### src/rtl/serial_pkg.sv
// Shared definitions for the 7E1 serial receiver and transmitter.
// Latency: n/a (types, constants and helpers only).
// Backpressure: n/a.
//
// Contents: FSM state codes (also driven out on db_estado for debug),
// default bit timing for 115200 baud at 50 MHz, and an even-parity helper.
package serial_pkg;

  localparam int CICLOS_BIT_PADRAO  = 434;  // clock cycles per bit
  localparam int CICLOS_MEIO_PADRAO = 217;  // falling edge of start bit to mid-bit

  typedef enum logic [3:0] {
    INICIAL  = 4'd0,
    INICIO   = 4'd1,
    RECEPCAO = 4'd2,
    PARADA   = 4'd3,
    ARMAZENA = 4'd4,
    FINAL    = 4'd5
  } estado_t;

  // 1 when the vector holds an odd number of ones, i.e. fails even parity.
  function automatic logic erro_paridade_par(input logic [7:0] v);
    return ^v;
  endfunction

endpackage

### src/rtl/rx_serial_7e1_if.sv
// Bundle of the 7E1 receiver's line input, consumer handshake and status outputs.
// Latency: n/a (wiring only).
// Backpressure: none; limpa is the consumer's acknowledge of tem_dado.
//
// Ports (slave = receiver side):
//   dados_serial  in   asynchronous RX line, idle high
//   limpa         in   consumer acknowledge, clears tem_dado / sobreposicao
//   dado_recebido out  last stored 7-bit character
//   tem_dado      out  stored character not yet acknowledged
//   pronto        out  one-cycle pulse at the end of every complete frame
//   erro_paridade out  last complete frame failed even parity
//   erro_quadro   out  last complete frame had a stop bit of 0
//   sobreposicao  out  a character was stored while tem_dado was already 1
//   db_estado     out  current FSM state code
interface rx_serial_7e1_if;
  logic       dados_serial;
  logic       limpa;
  logic [6:0] dado_recebido;
  logic       tem_dado;
  logic       pronto;
  logic       erro_paridade;
  logic       erro_quadro;
  logic       sobreposicao;
  logic [3:0] db_estado;

  modport master (
    output dados_serial, limpa,
    input  dado_recebido, tem_dado, pronto, erro_paridade,
           erro_quadro, sobreposicao, db_estado
  );

  modport slave (
    input  dados_serial, limpa,
    output dado_recebido, tem_dado, pronto, erro_paridade,
           erro_quadro, sobreposicao, db_estado
  );
endinterface

### src/rtl/contador_m.sv
// Modulo-M cycle counter with synchronous clear and count enable.
// Latency: o_q updates one cycle after i_conta / i_zera.
// Backpressure: none; counting simply pauses while i_conta is low.
//
// Ports: i_clock, i_zera (sync clear, wins over count), i_conta (enable),
//        o_q (current count), o_fim (high while o_q == M-1, i.e. on the wrap cycle).
module contador_m #(
  parameter int M = 434,
  parameter int N = $clog2(M)
) (
  input  logic         i_clock,
  input  logic         i_zera,
  input  logic         i_conta,
  output logic [N-1:0] o_q,
  output logic         o_fim
);

  logic [N-1:0] r_q;

  always_ff @(posedge i_clock) begin
    if (i_zera) begin
      r_q <= '0;
    end else if (i_conta) begin
      if (r_q == N'(M - 1)) begin
        r_q <= '0;
      end else begin
        r_q <= r_q + N'(1);
      end
    end
  end

  assign o_q   = r_q;
  assign o_fim = (r_q == N'(M - 1));

endmodule

### src/rtl/rx_serial_7e1.sv
// 7E1 asynchronous serial receiver: start, 7 data bits LSB first, even parity, 1 stop.
// Latency: pronto rises 2 cycles after the stop-bit sample; status/data update 1 cycle before pronto.
// Backpressure: none; a store while tem_dado is still set overwrites and flags sobreposicao.
//
// Ports: clock, reset (sync, active high), bus (rx_serial_7e1_if.slave, see interface).
module rx_serial_7e1
  import serial_pkg::*;
#(
  parameter int CICLOS_BIT  = CICLOS_BIT_PADRAO,
  parameter int CICLOS_MEIO = CICLOS_MEIO_PADRAO
) (
  input  logic              clock,
  input  logic              reset,
  rx_serial_7e1_if.slave    bus
);

  localparam int CW = $clog2(CICLOS_BIT);

  // Synchroniser plus one extra stage for falling-edge detection.
  logic r_sinc1, r_sinc2, r_rx_ant;

  estado_t    r_estado;
  logic [7:0] r_desloc;     // d0..d6 then parity; newest bit enters at the MSB
  logic [2:0] r_nbits;      // bits already shifted in during recepcao
  logic       r_parada;     // sampled stop bit
  logic [6:0] r_dado;
  logic       r_tem_dado;
  logic       r_pronto;
  logic       r_erro_par;
  logic       r_erro_quad;
  logic       r_sobrepos;

  logic [CW-1:0] w_q;
  logic          w_fim;
  logic          w_meio;
  logic          w_zera;
  logic          w_conta;
  logic          w_borda;
  logic          w_erro_par;
  logic          w_guarda;

  always_ff @(posedge clock) begin
    if (reset) begin
      r_sinc1  <= 1'b1;
      r_sinc2  <= 1'b1;
      r_rx_ant <= 1'b1;
    end else begin
      r_sinc1  <= bus.dados_serial;
      r_sinc2  <= r_sinc1;
      r_rx_ant <= r_sinc2;
    end
  end

  assign w_borda = r_rx_ant & ~r_sinc2;
  assign w_meio  = (w_q == CW'(CICLOS_MEIO - 1));

  // The counter sits at zero while idle and is re-zeroed at the mid-start
  // decision, so every later sample lands a whole bit period further on.
  assign w_zera  = reset || (r_estado == INICIAL) || (r_estado == INICIO && w_meio);
  assign w_conta = (r_estado == INICIO) || (r_estado == RECEPCAO) || (r_estado == PARADA);

  contador_m #(
    .M (CICLOS_BIT),
    .N (CW)
  ) u_contador (
    .i_clock (clock),
    .i_zera  (w_zera),
    .i_conta (w_conta),
    .o_q     (w_q),
    .o_fim   (w_fim)
  );

  assign w_erro_par = erro_paridade_par(r_desloc);
  assign w_guarda   = !w_erro_par && r_parada;

  always_ff @(posedge clock) begin
    if (reset) begin
      r_estado    <= INICIAL;
      r_desloc    <= '0;
      r_nbits     <= '0;
      r_parada    <= 1'b0;
      r_dado      <= '0;
      r_tem_dado  <= 1'b0;
      r_pronto    <= 1'b0;
      r_erro_par  <= 1'b0;
      r_erro_quad <= 1'b0;
      r_sobrepos  <= 1'b0;
    end else begin
      r_pronto <= 1'b0;

      // Acknowledge first; a store later in this block overrides it.
      if (bus.limpa) begin
        r_tem_dado <= 1'b0;
        r_sobrepos <= 1'b0;
      end

      case (r_estado)
        INICIAL: begin
          if (w_borda) begin
            r_estado <= INICIO;
          end
        end

        INICIO: begin
          if (w_meio) begin
            // Line back high at mid start bit: treat as a glitch.
            if (!r_sinc2) begin
              r_estado <= RECEPCAO;
              r_nbits  <= '0;
            end else begin
              r_estado <= INICIAL;
            end
          end
        end

        RECEPCAO: begin
          if (w_fim) begin
            r_desloc <= {r_sinc2, r_desloc[7:1]};
            r_nbits  <= r_nbits + 3'd1;
            if (r_nbits == 3'd7) begin
              r_estado <= PARADA;
            end
          end
        end

        PARADA: begin
          if (w_fim) begin
            r_parada <= r_sinc2;
            r_estado <= ARMAZENA;
          end
        end

        ARMAZENA: begin
          r_erro_par  <= w_erro_par;
          r_erro_quad <= ~r_parada;
          if (w_guarda) begin
            r_dado     <= r_desloc[6:0];
            r_tem_dado <= 1'b1;
            if (r_tem_dado) begin
              r_sobrepos <= 1'b1;
            end
          end
          r_estado <= FINAL;
        end

        FINAL: begin
          r_pronto <= 1'b1;
          r_estado <= INICIAL;
        end

        default: begin
          r_estado <= INICIAL;
        end
      endcase
    end
  end

  assign bus.dado_recebido = r_dado;
  assign bus.tem_dado      = r_tem_dado;
  assign bus.pronto        = r_pronto;
  assign bus.erro_paridade = r_erro_par;
  assign bus.erro_quadro   = r_erro_quad;
  assign bus.sobreposicao  = r_sobrepos;
  assign bus.db_estado     = r_estado;

endmodule

### src/flat_wrapper.sv
// flat-port wrapper written by rule: the top's interface ports become plain ports
module rx_serial_7e1_flat import serial_pkg::*;
#(
  parameter int CICLOS_BIT  = CICLOS_BIT_PADRAO,
  parameter int CICLOS_MEIO = CICLOS_MEIO_PADRAO
)
  (clock, reset, bus_dados_serial, bus_limpa, bus_dado_recebido, bus_tem_dado, bus_pronto, bus_erro_paridade, bus_erro_quadro, bus_sobreposicao, bus_db_estado);
  rx_serial_7e1_if bus_i ();
  input  logic clock;
  input  logic reset;
  input wire logic [$bits(bus_i.dados_serial)-1:0] bus_dados_serial;
  input wire logic [$bits(bus_i.limpa)-1:0] bus_limpa;
  output wire logic [$bits(bus_i.dado_recebido)-1:0] bus_dado_recebido;
  output wire logic [$bits(bus_i.tem_dado)-1:0] bus_tem_dado;
  output wire logic [$bits(bus_i.pronto)-1:0] bus_pronto;
  output wire logic [$bits(bus_i.erro_paridade)-1:0] bus_erro_paridade;
  output wire logic [$bits(bus_i.erro_quadro)-1:0] bus_erro_quadro;
  output wire logic [$bits(bus_i.sobreposicao)-1:0] bus_sobreposicao;
  output wire logic [$bits(bus_i.db_estado)-1:0] bus_db_estado;
  assign bus_i.dados_serial = bus_dados_serial;
  assign bus_i.limpa = bus_limpa;
  assign bus_dado_recebido = bus_i.dado_recebido;
  assign bus_tem_dado = bus_i.tem_dado;
  assign bus_pronto = bus_i.pronto;
  assign bus_erro_paridade = bus_i.erro_paridade;
  assign bus_erro_quadro = bus_i.erro_quadro;
  assign bus_sobreposicao = bus_i.sobreposicao;
  assign bus_db_estado = bus_i.db_estado;
  rx_serial_7e1 #(.CICLOS_BIT(CICLOS_BIT), .CICLOS_MEIO(CICLOS_MEIO)) u_core (.clock(clock), .reset(reset), .bus(bus_i));
endmodule
### config.mk
export PLATFORM = sky130hd
export DESIGN_NAME = rx_serial_7e1_flat
export DESIGN_NICKNAME = d
export VERILOG_FILES = /design/src/rtl/serial_pkg.sv /design/src/rtl/rx_serial_7e1_if.sv /design/src/rtl/contador_m.sv /design/src/rtl/rx_serial_7e1.sv /design/src/flat_wrapper.sv
export SDC_FILE = /design/constraint.sdc
export NUM_CORES = 1
export LEC_CHECK = 0
export ABC_AREA = 0
export BUFFER_PORTS_ARGS = -buffer_cell sky130_fd_sc_hd__buf_2
export CAP_MARGIN = 30
export CORE_ASPECT_RATIO = 1.1
export CORE_MARGIN = 3
export CORE_UTILIZATION = 51
export CTS_CLUSTER_SIZE = 12
export DETAILED_ROUTE_END_ITERATION = 10
export PLACE_DENSITY = 0.85
export SLEW_MARGIN = 20
export SYNTH_ARGS = -nofsm -noshare
export SYNTH_HDL_FRONTEND = slang
export SYNTH_SLANG_ARGS = --single-unit
### constraint.sdc
create_clock -name clock -period 1.9 [get_ports clock]
set_input_delay 0.19 -clock clock [delete_from_list [all_inputs] [get_ports clock]]
set_output_delay 0.19 -clock clock [all_outputs]
set_load 0.03 [all_outputs]
==> results_dict.tcl <==
set metrics [dict create \
    outcome "complete, but fails checks" \
    failed_checks "negative setup slack" \
    vdd_ir_drop_max_v 0.000427 \
    cts_max_level 2 \
    cts-root-to-sink-buffers 2 \
    grt_antenna_before_repair 0 \
    core_sq_mm 0.00313 \
    timing_worst_setup_path_type "register to register" \
    synthCells 186 \
    syn_nets 195 \
    post_synth.cell_area_avg_sq_um 9.22 \
    timing.final.crit_period_ns 2.03 \
    groute.usage.overall 0.179 \
    type_of_element_capturing_the_critical_path "register" \
    cts_buffers 5 \
    finalCritPeriodShare 1.07 \
    drtPass1Iterations 4 \
    clock.fmax_mhz 493 \
    clk_pin_slew_worst_paths_ns 0.13 \
    critical_path_maximum_fanout 7 \
    synth-async-reset-ratio 0 \
    holdWs_ns 0.154 \
    worstHoldPathType "primary input to register" \
    yosys_warnings 0 \
    global_route.overflow_total 0 \
    wl_microns 3230 \
    final_layout_size_suffix_gt1_frac 0.263 \
    initial_core_utilization 0.548 \
    design.portCount 20 \
    hold_violations 0 \
    drt-initial-drc-count 89 \
    timing.clock.skew_ns 0.0165 \
    worstPathRequired_ns 2.15 \
    headroom_to_the_max_slew_limit 0.565 \
    post-dp-hpwl_microns 2260 \
    area.growth.synth_to_final_pct 19.1 \
    route.detailed.drc 0 \
    vias_in_the_first_global_route 1289 \
    die-width_microns 61.3 \
    setup.worst_path.start_class "register" \
    chipHeight_microns 66.8 \
    power_density_mw_per_mm2 631 \
    postLayoutSetupSlackWorst_ns -0.129 \
    data_arrival_critical_path_ns 2.28 \
    synth_seq_area_share 0.455 \
    ys_types 38 \
    place.gp.congestion 0.898 \
    ys_dominant_reg_cell "sky130_fd_sc_hd__dfxtp_1" \
    vias 1343 \
    clock_tree.root_cell "sky130_fd_sc_hd__clkbuf_4" \
    design.die.area_sq_mm 0.00409 \
    timing.final.setup_violations 11 \
    grt_max_degree 22 \
    layout_nets 225 \
    n_antenna_cell 0 \
    postSynthRegisterBits 39 \
    actual_transition_at_the_worst_max_transition_pin_ns 0.652 \
    worst_skew_pair.late_latency_ns 0.35 \
    num_rows 21 \
    drt-vias-per-instance 5.35 \
    leakagePower_nw 0.760 \
    final_max_slew_viol_count 0 \
    global_route_wire_length_before_repair_microns 5510 \
    setup_total_negative_slack_ns -1.01 \
    unrepaired_setup_endpoints_after_global_routing "yes" \
    clock_sink_count 39 \
    route.detailed.wl_per_inst_microns 12.9 \
    cap_violations 0 \
    syn_area_sq_mm 0.00171 \
    synth-edff-count 0 \
    cts_tree "done" \
    port-buffer-count 18 \
    antenna_left 0 \
]
worst max-delay path, stage by stage (launching register included):
cell and delay, ns:
sky130_fd_sc_hd__dfxtp_2 0.35, sky130_fd_sc_hd__inv_2 0.07, sky130_fd_sc_hd__ha_4 0.12, sky130_fd_sc_hd__or4b_4 0.44, sky130_fd_sc_hd__or3_4 0.35, sky130_fd_sc_hd__a21o_4 0.23, sky130_fd_sc_hd__o221ai_4 0.27, sky130_fd_sc_hd__nor2_1 0.08
metal layers:
metal  share of wire  wire length (microns)  vias up  GRT usage
met2            0.49                   1590       24      0.286
met3           0.047                    151        5     0.0678
li1                -                      -      691          -
met5               0                      0        -          0
met4           0.015                     48        0     0.0732
met1            0.44                   1430      623      0.212
through the flow:
step                worst slack (ns)  total power [mW]   util  std cells  instance area [sq um]
CTS                           -0.104              1.30  0.633        249                   1980
global placement             -0.0520             0.876  0.615        241                   1920
detailed placement           -0.0856             0.876  0.615        241                   1920
floorplan                    -0.0140             0.868      -        186                   1730
global route                  -0.200              1.34  0.653        251                   2040
finish                        -0.129              1.29  0.653        251                   2040
cell type report:
type | count | area [sq um]
fillers | 280 | 1090
multi-input cells | 133 | 925
repair buffers | 32 | 214
clock buffers | 5 | 37.5
inverters | 5 | 18.8
well taps | 34 | 42.5
clock inverters | 3 | 20.0
flip-flops and latches | 39 | 783
final timing paths:
kind              depth (start not counted)                        to                     start  slack, ns
setup / recovery                          7  u_core.u_contador.o_q[5]  u_core.u_contador.o_q[0]      -0.13
hold reg to reg                           1            u_core.r_sinc2            u_core.r_sinc1       0.42
hold / removal                            3       u_core.bus.tem_dado                 bus_limpa       0.15
setup reg to reg                          7  u_core.u_contador.o_q[5]  u_core.u_contador.o_q[0]      -0.13
cells in the mapped netlist, drive strengths merged, types with 2 or more instances:
cell	instances	share of area
o21a	2	0.0088
ha	5	0.036
nand4	3	0.011
or2	3	0.011
o21ai	3	0.0088
nand2	22	0.048
and3	4	0.015
a21oi	5	0.015
a22oi	4	0.018
nor3	4	0.012
dfxtp	39	0.46
nor3b	2	0.0088
nor2	25	0.055
inv	5	0.011
xnor2	10	0.051
mux2i	17	0.099
nand3	3	0.0088
clkbuf	6	0.013
xor2	4	0.020
nor2b	2	0.0073
buf	3	0.010
cell families (layout without fill, tap and decap cells):
logic type | Yosys count | after routing | synth area share
other | 1 | 1 | 0.00219
AOI/OAI and AO/OA | 23 | 23 | 0.0993
adders and majority gates | 5 | 5 | 0.0365
xor gates and xnor gates | 14 | 14 | 0.0715
muxes | 17 | 17 | 0.0993
buffers and inverters | 14 | 45 | 0.0343
and+or+nand+nor | 73 | 73 | 0.201
DFF | 39 | 39 | 0.455
where the power goes:
| part | internal, mW | switching, mW | total [mW] |
|---|---|---|---|
| registers | 0.820 | 0.00179 | 0.822 |
| logic | 0.0143 | 0.0259 | 0.0402 |
| clock network | 0.141 | 0.284 | 0.425 |
cell usage in the layout, fill, tap and decap left out, types with 3 or more instances in the layout:
cell type / synthesis / routed
sky130_fd_sc_hd__dfxtp_1: 39 / 37
sky130_fd_sc_hd__nand2_1: 22 / 22
sky130_fd_sc_hd__xor2_1: 4 / 4
sky130_fd_sc_hd__and3_1: 3 / 3
sky130_fd_sc_hd__or2_2: 3 / 3
sky130_fd_sc_hd__mux2i_1: 17 / 17
sky130_fd_sc_hd__nor2_1: 25 / 25
sky130_fd_sc_hd__clkbuf_4: 0 / 5
sky130_fd_sc_hd__buf_2: 2 / 18
sky130_fd_sc_hd__a21oi_1: 5 / 5
sky130_fd_sc_hd__ha_1: 5 / 4
sky130_fd_sc_hd__a22oi_1: 4 / 4
sky130_fd_sc_hd__buf_4: 1 / 11
sky130_fd_sc_hd__nand4_1: 3 / 3
sky130_fd_sc_hd__xnor2_1: 10 / 10
sky130_fd_sc_hd__inv_1: 5 / 3
sky130_fd_sc_hd__nand3_1: 3 / 3
sky130_fd_sc_hd__nor3_1: 4 / 4
flip-flops by register name (all words and copies together) (netlist names):
signal                    flops
u_core.bus.db_estado          3
u_core.bus.tem_dado           1
u_core.r_sinc2                1
u_core.bus.erro_paridade      1
u_core.bus.sobreposicao       1
u_core.r_rx_ant               1
u_core.r_desloc               8
u_core.bus.erro_quadro        1
u_core.r_parada               1
u_core.bus.pronto             1
u_core.r_sinc1                1
u_core.r_nbits                3
u_core.bus.dado_recebido      7
u_core.u_contador.o_q         9
what timing repair did:
action | CTS | global route
gates resized for setup | 0 | 9
hold buffers | 0 | 1
pin swaps | 2 | 10
buffers inserted | 0 | 1
hold endpoints to repair | 0 | 1
endpoints found under the setup margin | 12 | 13
(Power assumes the default switching activity.)
